--- src/rtl/bip_pkg.sv ---
// Shared widths, FSM state encoding and decoder select encodings for the BIP datapath.
package bip_pkg;

    localparam int DATA_W = 16;
    localparam int ADDR_W = 11;

    typedef enum logic [1:0] {
        ST_IDLE    = 2'd0,
        ST_RD_WAIT = 2'd1,
        ST_WR_WAIT = 2'd2
    } bip_state_e;

    localparam logic [1:0] SEL_A_RAM  = 2'd0;
    localparam logic [1:0] SEL_A_IMM  = 2'd1;
    localparam logic [1:0] SEL_A_ALU  = 2'd2;
    localparam logic [1:0] SEL_A_RSVD = 2'd3;

    localparam logic SEL_B_RAM = 1'b0;
    localparam logic SEL_B_IMM = 1'b1;

    // Immediates come from the instruction operand field, always treated as signed.
    function automatic logic [DATA_W-1:0] sign_ext(input logic [ADDR_W-1:0] imm);
        return {{(DATA_W-ADDR_W){imm[ADDR_W-1]}}, imm};
    endfunction

endpackage

--- src/rtl/bip_datapath_if.sv ---
// Data RAM bus between the BIP datapath (master) and the data memory (slave).
interface bip_datapath_if;
    import bip_pkg::*;

    logic [ADDR_W-1:0] mem_addr;
    logic [DATA_W-1:0] mem_wdata;
    logic [DATA_W-1:0] mem_rdata;
    logic              mem_req;
    logic              mem_we;
    logic              mem_ack;

    modport master (
        output mem_addr,
        output mem_wdata,
        output mem_req,
        output mem_we,
        input  mem_rdata,
        input  mem_ack
    );

    modport slave (
        input  mem_addr,
        input  mem_wdata,
        input  mem_req,
        input  mem_we,
        output mem_rdata,
        output mem_ack
    );

endinterface

--- src/rtl/bip_alu.sv ---
// Combinational 16-bit add/subtract with signed-overflow detection.
module bip_alu
    import bip_pkg::*;
(
    input  logic [DATA_W-1:0] i_a,
    input  logic [DATA_W-1:0] i_b,
    input  logic              i_op,
    output logic [DATA_W-1:0] o_result,
    output logic              o_ovf
);

    always_comb begin
        o_result = i_op ? (i_a + i_b) : (i_a - i_b);
        // Overflow when operand signs make the result sign impossible for the operation.
        if (i_op) begin
            o_ovf = (i_a[DATA_W-1] == i_b[DATA_W-1]) && (o_result[DATA_W-1] != i_a[DATA_W-1]);
        end else begin
            o_ovf = (i_a[DATA_W-1] != i_b[DATA_W-1]) && (o_result[DATA_W-1] != i_a[DATA_W-1]);
        end
    end

endmodule

--- src/rtl/bip_datapath.sv ---
// BIP accumulator datapath with a stalling data-RAM handshake.
// Optional status flags (flag_z/flag_n/flag_v) are built when BIP_DP_FLAGS_EN is defined.
module bip_datapath
    import bip_pkg::*;
(
    input  logic              clk,
    input  logic              rst_n,
    input  logic [1:0]        sel_a,
    input  logic              sel_b,
    input  logic              wr_acc,
    input  logic              op,
    input  logic              wr_ram,
    input  logic              rd_ram,
    input  logic [ADDR_W-1:0] operand,
    bip_datapath_if.master    mem,
    output logic              stall,
    output logic [DATA_W-1:0] acc
`ifdef BIP_DP_FLAGS_EN
    ,
    output logic              flag_z,
    output logic              flag_n,
    output logic              flag_v
`endif
);

    bip_state_e        r_state;
    bip_state_e        w_next_state;

    logic [1:0]        r_sel_a;
    logic              r_sel_b;
    logic              r_op;
    logic              r_wr_acc;
    logic              r_we;
    logic [ADDR_W-1:0] r_operand;
    logic [DATA_W-1:0] r_wdata;
    logic [DATA_W-1:0] r_acc;

    logic              w_idle;
    logic              w_issue;
    logic              w_sel_b;
    logic              w_op;
    logic [ADDR_W-1:0] w_operand;
    logic [DATA_W-1:0] w_imm;
    logic [DATA_W-1:0] w_alu_b;
    logic [DATA_W-1:0] w_alu_result;
    logic              w_alu_ovf;
    logic [DATA_W-1:0] w_acc_next;
    logic              w_acc_load;
    logic              w_acc_from_alu;

    always_ff @(posedge clk or negedge rst_n) begin
        if (!rst_n) begin
            r_state <= ST_IDLE;
        end else begin
            r_state <= w_next_state;
        end
    end

    // Requests are driven straight from the decoder in IDLE, then from the latched copy.
    always_comb begin
        w_next_state  = r_state;
        w_issue       = 1'b0;
        mem.mem_req   = 1'b0;
        mem.mem_we    = 1'b0;
        mem.mem_addr  = '0;
        mem.mem_wdata = '0;
        stall         = 1'b0;
        case (r_state)
            ST_IDLE: begin
                if (wr_ram) begin
                    w_next_state  = ST_WR_WAIT;
                    w_issue       = 1'b1;
                    mem.mem_req   = 1'b1;
                    mem.mem_we    = 1'b1;
                    mem.mem_addr  = operand;
                    mem.mem_wdata = r_acc;
                    stall         = 1'b1;
                end else if (rd_ram) begin
                    w_next_state  = ST_RD_WAIT;
                    w_issue       = 1'b1;
                    mem.mem_req   = 1'b1;
                    mem.mem_addr  = operand;
                    stall         = 1'b1;
                end
            end
            ST_RD_WAIT, ST_WR_WAIT: begin
                mem.mem_req   = 1'b1;
                mem.mem_we    = r_we;
                mem.mem_addr  = r_operand;
                mem.mem_wdata = r_wdata;
                stall         = !mem.mem_ack;
                if (mem.mem_ack) begin
                    w_next_state = ST_IDLE;
                end
            end
            default: begin
                w_next_state = ST_IDLE;
            end
        endcase
        // Reset must silence the bus even while the decoder is still requesting.
        if (!rst_n) begin
            w_issue       = 1'b0;
            mem.mem_req   = 1'b0;
            mem.mem_we    = 1'b0;
            mem.mem_addr  = '0;
            mem.mem_wdata = '0;
            stall         = 1'b0;
        end
    end

    always_ff @(posedge clk or negedge rst_n) begin
        if (!rst_n) begin
            r_sel_a   <= SEL_A_RAM;
            r_sel_b   <= SEL_B_RAM;
            r_op      <= 1'b0;
            r_wr_acc  <= 1'b0;
            r_we      <= 1'b0;
            r_operand <= '0;
            r_wdata   <= '0;
        end else if (w_issue) begin
            r_sel_a   <= sel_a;
            r_sel_b   <= sel_b;
            r_op      <= op;
            r_wr_acc  <= wr_acc;
            r_we      <= wr_ram;
            r_operand <= operand;
            r_wdata   <= mem.mem_wdata;
        end
    end

    assign w_idle    = (r_state == ST_IDLE);
    assign w_sel_b   = w_idle ? sel_b   : r_sel_b;
    assign w_op      = w_idle ? op      : r_op;
    assign w_operand = w_idle ? operand : r_operand;
    assign w_imm     = sign_ext(w_operand);
    assign w_alu_b   = (w_sel_b == SEL_B_IMM) ? w_imm : mem.mem_rdata;

    bip_alu u_alu (
        .i_a      (r_acc),
        .i_b      (w_alu_b),
        .i_op     (w_op),
        .o_result (w_alu_result),
        .o_ovf    (w_alu_ovf)
    );

    // Unknown or reserved selects fall to the default arms, so acc simply holds.
    always_comb begin
        w_acc_load     = 1'b0;
        w_acc_from_alu = 1'b0;
        w_acc_next     = r_acc;
        if (w_idle) begin
            if (!rd_ram && !wr_ram && wr_acc) begin
                case (sel_a)
                    SEL_A_IMM: begin
                        w_acc_load = 1'b1;
                        w_acc_next = w_imm;
                    end
                    SEL_A_ALU: begin
                        w_acc_load     = 1'b1;
                        w_acc_from_alu = 1'b1;
                        w_acc_next     = w_alu_result;
                    end
                    default: begin
                    end
                endcase
            end
        end else if ((r_state == ST_RD_WAIT) && mem.mem_ack && r_wr_acc) begin
            case (r_sel_a)
                SEL_A_RAM: begin
                    w_acc_load = 1'b1;
                    w_acc_next = mem.mem_rdata;
                end
                SEL_A_IMM: begin
                    w_acc_load = 1'b1;
                    w_acc_next = w_imm;
                end
                SEL_A_ALU: begin
                    w_acc_load     = 1'b1;
                    w_acc_from_alu = 1'b1;
                    w_acc_next     = w_alu_result;
                end
                default: begin
                end
            endcase
        end
    end

    always_ff @(posedge clk or negedge rst_n) begin
        if (!rst_n) begin
            r_acc <= '0;
        end else if (w_acc_load) begin
            r_acc <= w_acc_next;
        end
    end

    assign acc = r_acc;

`ifdef BIP_DP_FLAGS_EN
    logic r_flag_z;
    logic r_flag_n;
    logic r_flag_v;

    always_ff @(posedge clk or negedge rst_n) begin
        if (!rst_n) begin
            r_flag_z <= 1'b0;
            r_flag_n <= 1'b0;
            r_flag_v <= 1'b0;
        end else if (w_acc_load) begin
            r_flag_z <= (w_acc_next == '0);
            r_flag_n <= w_acc_next[DATA_W-1];
            r_flag_v <= w_acc_from_alu & w_alu_ovf;
        end
    end

    assign flag_z = r_flag_z;
    assign flag_n = r_flag_n;
    assign flag_v = r_flag_v;
`else
    logic w_unused_flags;
    assign w_unused_flags = w_alu_ovf | w_acc_from_alu;
`endif

endmodule

--- src/flat_wrapper.sv ---
// flat-port wrapper written by rule: the top's interface ports become plain ports
module bip_datapath_flat import bip_pkg::*;
  (clk, rst_n, sel_a, sel_b, wr_acc, op, wr_ram, rd_ram, operand, stall, acc, mem_mem_addr, mem_mem_wdata, mem_mem_req, mem_mem_we, mem_mem_rdata, mem_mem_ack);
  bip_datapath_if mem_i ();
  input  logic clk;
  input  logic rst_n;
  input  logic [1:0] sel_a;
  input  logic sel_b;
  input  logic wr_acc;
  input  logic op;
  input  logic wr_ram;
  input  logic rd_ram;
  input  logic [ADDR_W-1:0] operand;
  output logic stall;
  output logic [DATA_W-1:0] acc;
  output wire logic [$bits(mem_i.mem_addr)-1:0] mem_mem_addr;
  output wire logic [$bits(mem_i.mem_wdata)-1:0] mem_mem_wdata;
  output wire logic [$bits(mem_i.mem_req)-1:0] mem_mem_req;
  output wire logic [$bits(mem_i.mem_we)-1:0] mem_mem_we;
  input wire logic [$bits(mem_i.mem_rdata)-1:0] mem_mem_rdata;
  input wire logic [$bits(mem_i.mem_ack)-1:0] mem_mem_ack;
  assign mem_mem_addr = mem_i.mem_addr;
  assign mem_mem_wdata = mem_i.mem_wdata;
  assign mem_mem_req = mem_i.mem_req;
  assign mem_mem_we = mem_i.mem_we;
  assign mem_i.mem_rdata = mem_mem_rdata;
  assign mem_i.mem_ack = mem_mem_ack;
  bip_datapath u_core (.clk(clk), .rst_n(rst_n), .sel_a(sel_a), .sel_b(sel_b), .wr_acc(wr_acc), .op(op), .wr_ram(wr_ram), .rd_ram(rd_ram), .operand(operand), .mem(mem_i), .stall(stall), .acc(acc));
endmodule
--- config.mk ---
export PLATFORM = sky130hd
export DESIGN_NAME = bip_datapath_flat
export DESIGN_NICKNAME = d
export VERILOG_FILES = /design/src/rtl/bip_pkg.sv /design/src/rtl/bip_datapath_if.sv /design/src/rtl/bip_alu.sv /design/src/rtl/bip_datapath.sv /design/src/flat_wrapper.sv
export SDC_FILE = /design/constraint.sdc
export NUM_CORES = 1
export LEC_CHECK = 0
export CAP_MARGIN = 20
export CORE_MARGIN = 2
export CORE_UTILIZATION = 54
export DETAILED_ROUTE_END_ITERATION = 10
export PLACE_DENSITY_LB_ADDON = 0.25
export SLEW_MARGIN = 0
export SYNTH_ARGS = -nofsm -noshare
export SYNTH_HDL_FRONTEND = slang
export SYNTH_HIERARCHICAL = 1
export SYNTH_SLANG_ARGS = --single-unit
--- constraint.sdc ---
create_clock -name clk -period 5.21 [get_ports clk]
set_input_delay 1.042 -clock clk [delete_from_list [all_inputs] [get_ports clk]]
set_output_delay 1.042 -clock clk [all_outputs]
set_load 0.01 [all_outputs]
---- Yosys cells after proc, flatten, opt, wreduce, memory -nomap -nowiden ----
Cells that the tools add are included.
cells by class
  add/subtract/negate cells ............... 2
  equal/unequal tests ..................... 10
  reductions and logical operators ........ 16
  multiplexer cells ....................... 37
operator list
  kind                number
  $mux 16             7
  $pmux 16 s2         2
  $pmux 16 s3         1
  $mux 11             4
  $pmux 11 s2         1
  $add 16x16->16      1
  $sub 16x16->16      1
  $mux 1              15
  $eq 2x1->1 const B  3
  $eq 2x2->1 const B  3
  $mux 2              3
  $ne 3x3->1 const B  2
  $pmux 1 s2          3
  $reduce_and 5->1    1
  $logic_and 1x1->1   4
  $logic_not 2->1     2
  $ne 2x2->1 const B  2
  $pmux 2 s2          1
  $reduce_bool 4->1   1
  $reduce_or 2->1     2
  $logic_not 1->1     3
  $reduce_or 3->1     1
  $reduce_and 2->1    1
  $reduce_bool 2->1   1
storage, ports and cells
  logic and storage cells ................. 74
  bits in registers ....................... 51

---- Depth between registers and ports, before layout ----
  depth after elaboration ................. 8
  gate-level depth with buffers ........... 22
  gate-level depth less buffers ........... 21

---- By module ----
The synthesis kept the hierarchy.
by module, submodules not included
  module        area each (um^2)  cells each  instances  seq. area each (um^2)
  bip_datapath  3,407.0           345         1          1,276.2
  bip_alu       1,168.6           162         1          0.0

---- Worst setup path before layout ----
Ideal clock, no wire load.
  path type ............................... input -> register
  from .................................... input sel_b
  to ...................................... register u_core.r_acc[14] (netlist: u_core/acc[14])
  setup slack ............................. 0.338 ns
  setup time .............................. 0.125 ns
  stages on the path ...................... 19
  arrival time ............................ 4.747 ns
  cell sequence ........................... mux2_2 > buf_2 > mux2_2 > or4_1 > nor2_1 > and3b_1 > nor2_1 > xnor2_1 > ha_1 > a21o_1 > a211oi_1 > o21ai_0 > a41oi_1 > a211oi_1 > xor2_1 > nand2_1 > o211ai_1 > and3_1 > mux2_2
between the ends
  cells in the longest elaborated chain, start to end .. 7
RTL lines
  element                                                  RTL line                                  text
  start: declaration                                       flat_wrapper.sv:8                         input logic sel_b;
  $mux 1 *                                                 bip_datapath.sv:132                       assign w_sel_b = w_idle ? sel_b : r_sel_b;
  $mux 16 *                                                bip_datapath.sv:136                       assign w_alu_b = (w_sel_b == SEL_B_IMM) ? w_imm : mem.mem_rdata;
  via u_core.w_alu_b[7]                                    bip_datapath.sv:44                        logic [DATA_W-1:0] w_alu_b;
  $sub 16x16->16 / $add 16x16->16 (equally long branches)  bip_alu.sv:13                             o_result = i_op ? (i_a + i_b) : (i_a - i_b);
  $mux 16 *                                                bip_alu.sv:13
  via u_core.w_alu_result[14]                              bip_datapath.sv:45                        logic [DATA_W-1:0] w_alu_result;
  $pmux 16 s3 / $pmux 16 s2 (equally long branches)        bip_datapath.sv:168, bip_datapath.sv:153
  $mux 16, on equally long branches                        bip_datapath.sv:167, bip_datapath.sv:152
  $mux 16 *                                                bip_datapath.sv:151                       if (w_idle) begin
  end signal: assignment                                   bip_datapath.sv:192                       r_acc <= w_acc_next;
  end: declaration                                         bip_datapath.sv:36                        logic [DATA_W-1:0] r_acc;
Mark *: on every way through the listed nets, which the timed path passes. The rest lies on a longest branch. The select of a mux whose other input is x is not followed.
A chain may end at the register's enable or synchronous reset.

---- Worst setup path after layout ----
Ends and elaborated chain as after synthesis.

==> metrics.md <==
| Metric | Value |
|---|---|
| Status | finished clean |
| Drt first pass iters | 5 |
| Grt total ovfl | 0 |
| Gr usage total | ~29% |
| ANT nets after route | 0 |
| Slew Limit Fails | 0 |
| Post-Syn Instances | 493 |
| Max_cap viols | 0 |
| Area delta synth->final | 26.9% |
| Period utilization | a little over nine tenths |
| CTS root buffer | clkbuf_8 |
| Total Nets Final | 654 |
| Core Util, Final | between 60% and 70% |
| Hold path start | u_core/r_wdata[0] |
| Post-CTS Hold Buffers | 0 |
| Max stage delay cell, worst path | or4_1 |
| Clock H-tree levels | 2 |
| Avg Cell Area, Syn | approximately 9 um2 |
| Vias in the first global route | roughly 4200 |
| Post-Syn Nets | around 560 |
| Slew HR | approximately 45% |
| CTS sink cnt | between 50 and 60 |
| Setup TNS | 0 ns |
| Clock slew at reported path FFs | 0.10 ns |
| Final GP Congestion | around 0.91 |
| Synthesized area | ~4500 um2 |
| Die ar. | roughly 9000 um2 |
| Pin count of the biggest net entering global routing | 54 |
| CTS tree | done |
| Slowest stage delay, CP | ~0.52 ns |
| Endpoints failing setup | 0 |
| CP arrival | ~5.3 ns |
| # rows | 33 |
| Final Hold Vio Count | 0 |
| Crit. End Element | flop |
| Worst r2r src | u_core/r_state[1] |
| Worst slack, placed | -0.239 ns |
| Minimum clock period | slightly above 5 ns |
| Non-Filler Instances | around 690 |
| Synth Warn # | 6 |
| Worst Slack Setup Final | ~0.15 ns |
| Worst min path class | flop to flop |
| Layout Skew | between 0.01 and 0.015 ns |
| TritonCTS buffer count | 5 |
| Die Y | between 90 and 100 um |
| Initial antenna violation count | 0 |
| Port bufs | 82 |
| Reg-to-reg slack, setup | roughly 0.40 ns |
| Global-route wire length before repair | 20.8 mm |
| Core Region | slightly above 8000 um2 |
| Worst-path cell chain | clkdlybuf4s50_1 > mux2_4 > clkbuf_4 > mux2_2 > or4_1 > nor2_2 > and3b_1 > nor2_1 > xnor2_1 > ha_1 > a21o_1 > a211oi_2 > o21ai_0 > a41oi_1 > a211oi_1 > xor2_1 > nand2_1 > o211ai_1 > and3_1 > mux2_2 |
| CP Launch Type | input pin |
| Worst Path Required | 5.42 ns |
| Vias per cell | roughly 6.2 |
| Die Span X | 95.2 um |
| Iter 0 DRT Violations | between 300 and 400 |
| Avg WL per Cell | ~19 um |
| Crit-path max FO | 5 |
| Clk buf depth | 2 |
| Antenna cells | 0 |
| Layout cell share with drive strength beyond 1 | roughly a fifth |
| Placed Cells | ~700 |
| Worst-margin pin slew | 0.832 ns |
| WL final | between 10 and 15 mm |
| Vias post-DR | 4286 |
| Top Family by Delay on Critical Path | simple AND/OR/NAND/NOR gates |
| I/O pin total | 83 |
| Clk_lat worst skew | slightly above 0.3 ns |
| DRC | 0 |
| Critical path buffers and inverters | 2 |
| Max frequency | around 200 MHz |
| Crit path kind | input pin to flop |
| DP HPWL | about 9.6 mm |
| Top cell by count, worst path | mux2_2 |
| Starting Density | a little under three fifths |
| Worst Setup SP | sel_b |
## worst paths after layout
| kind | end | cells past startpoint |
|---|---|---|
| setup / recovery | u_core/acc[14] | 20 |
| hold / removal | u_core/r_wdata[0] | 1 |
| setup reg to reg | u_core/acc[14] | 21 |
| hold reg to reg | u_core/r_wdata[0] | 1 |
| max in group asynchronous | u_core/acc[1] | 2 |
| min in group asynchronous | u_core/r_wdata[15] | 2 |
## layout by cell type (no fill, tap or decap), types with 13 or more instances in the layout
master and count:
ha_1 27, inv_1 22, nand2_1 22, a22o_1 13, xor2_1 16, a21oi_1 23, buf_4 32, a22oi_1 28
dfrtp_1 51, clkdlybuf4s50_1 81, nor2_1 67, o21ai_0 20, mux2_2 39
## metrics by stage
stage / cell area [um2] / hold WS (ns)
finish: 5690 / 0.514
global route: 5690 / 0.537
CTS: 5610 / 0.510
detailed placement: 5530 / 0.486
global placement: 5530 / 0.474
floorplan: 4490 / 0.465
## registers in the layout, indices dropped and copies added, names as in the netlist
name              cells
u_core/r_wr_acc       1
u_core/r_we           1
u_core/r_state        2
u_core/r_sel_a        2
u_core/acc           16
u_core/r_sel_b        1
u_core/r_op           1
u_core/r_wdata       16
u_core/r_operand     11
## layout make-up
cell class | count | area [um2]
Fill cell | 631 | 2440
Sequential cell | 51 | 1280
Inverter | 23 | 86.3
Clock inverter | 2 | 16.3
Timing Repair Buffer | 117 | 1100
Clock buffer | 6 | 72.6
Tap cell | 105 | 131
Multi-Input combinational cell | 390 | 3010
## worst register-to-register path: cells and delay by family, from the launching register on
kind	cells	cell delay, ns
and+or+nand+nor	6	1.15
AOI/OAI and AO/OA	6	0.93
muxes	3	0.85
adders and majority gates	2	0.66
DFF	1	0.39
xor gates and xnor gates	2	0.37
buffers and inverters	2	0.33
## layer usage
layer  part of all wire [%]  vias to the layer above  track usage, %  wire length (um)
met3                    6.3                       26            4.11               818
met4                    1.5                        0            6.76               194
li1                       -                     2003               -                 -
met1                     42                     2067            36.6              5380
met5                      0                        -               0                 0
met2                     51                      190            52.2              6570
## timing repair
action	CTS	global route
setup buffers	0	3
endpoints found under the setup margin	0	4
gates resized for setup	0	8
Power is not shown: default switching activity piles up to over one toggle a cycle in this logic, so the estimate is an artifact.
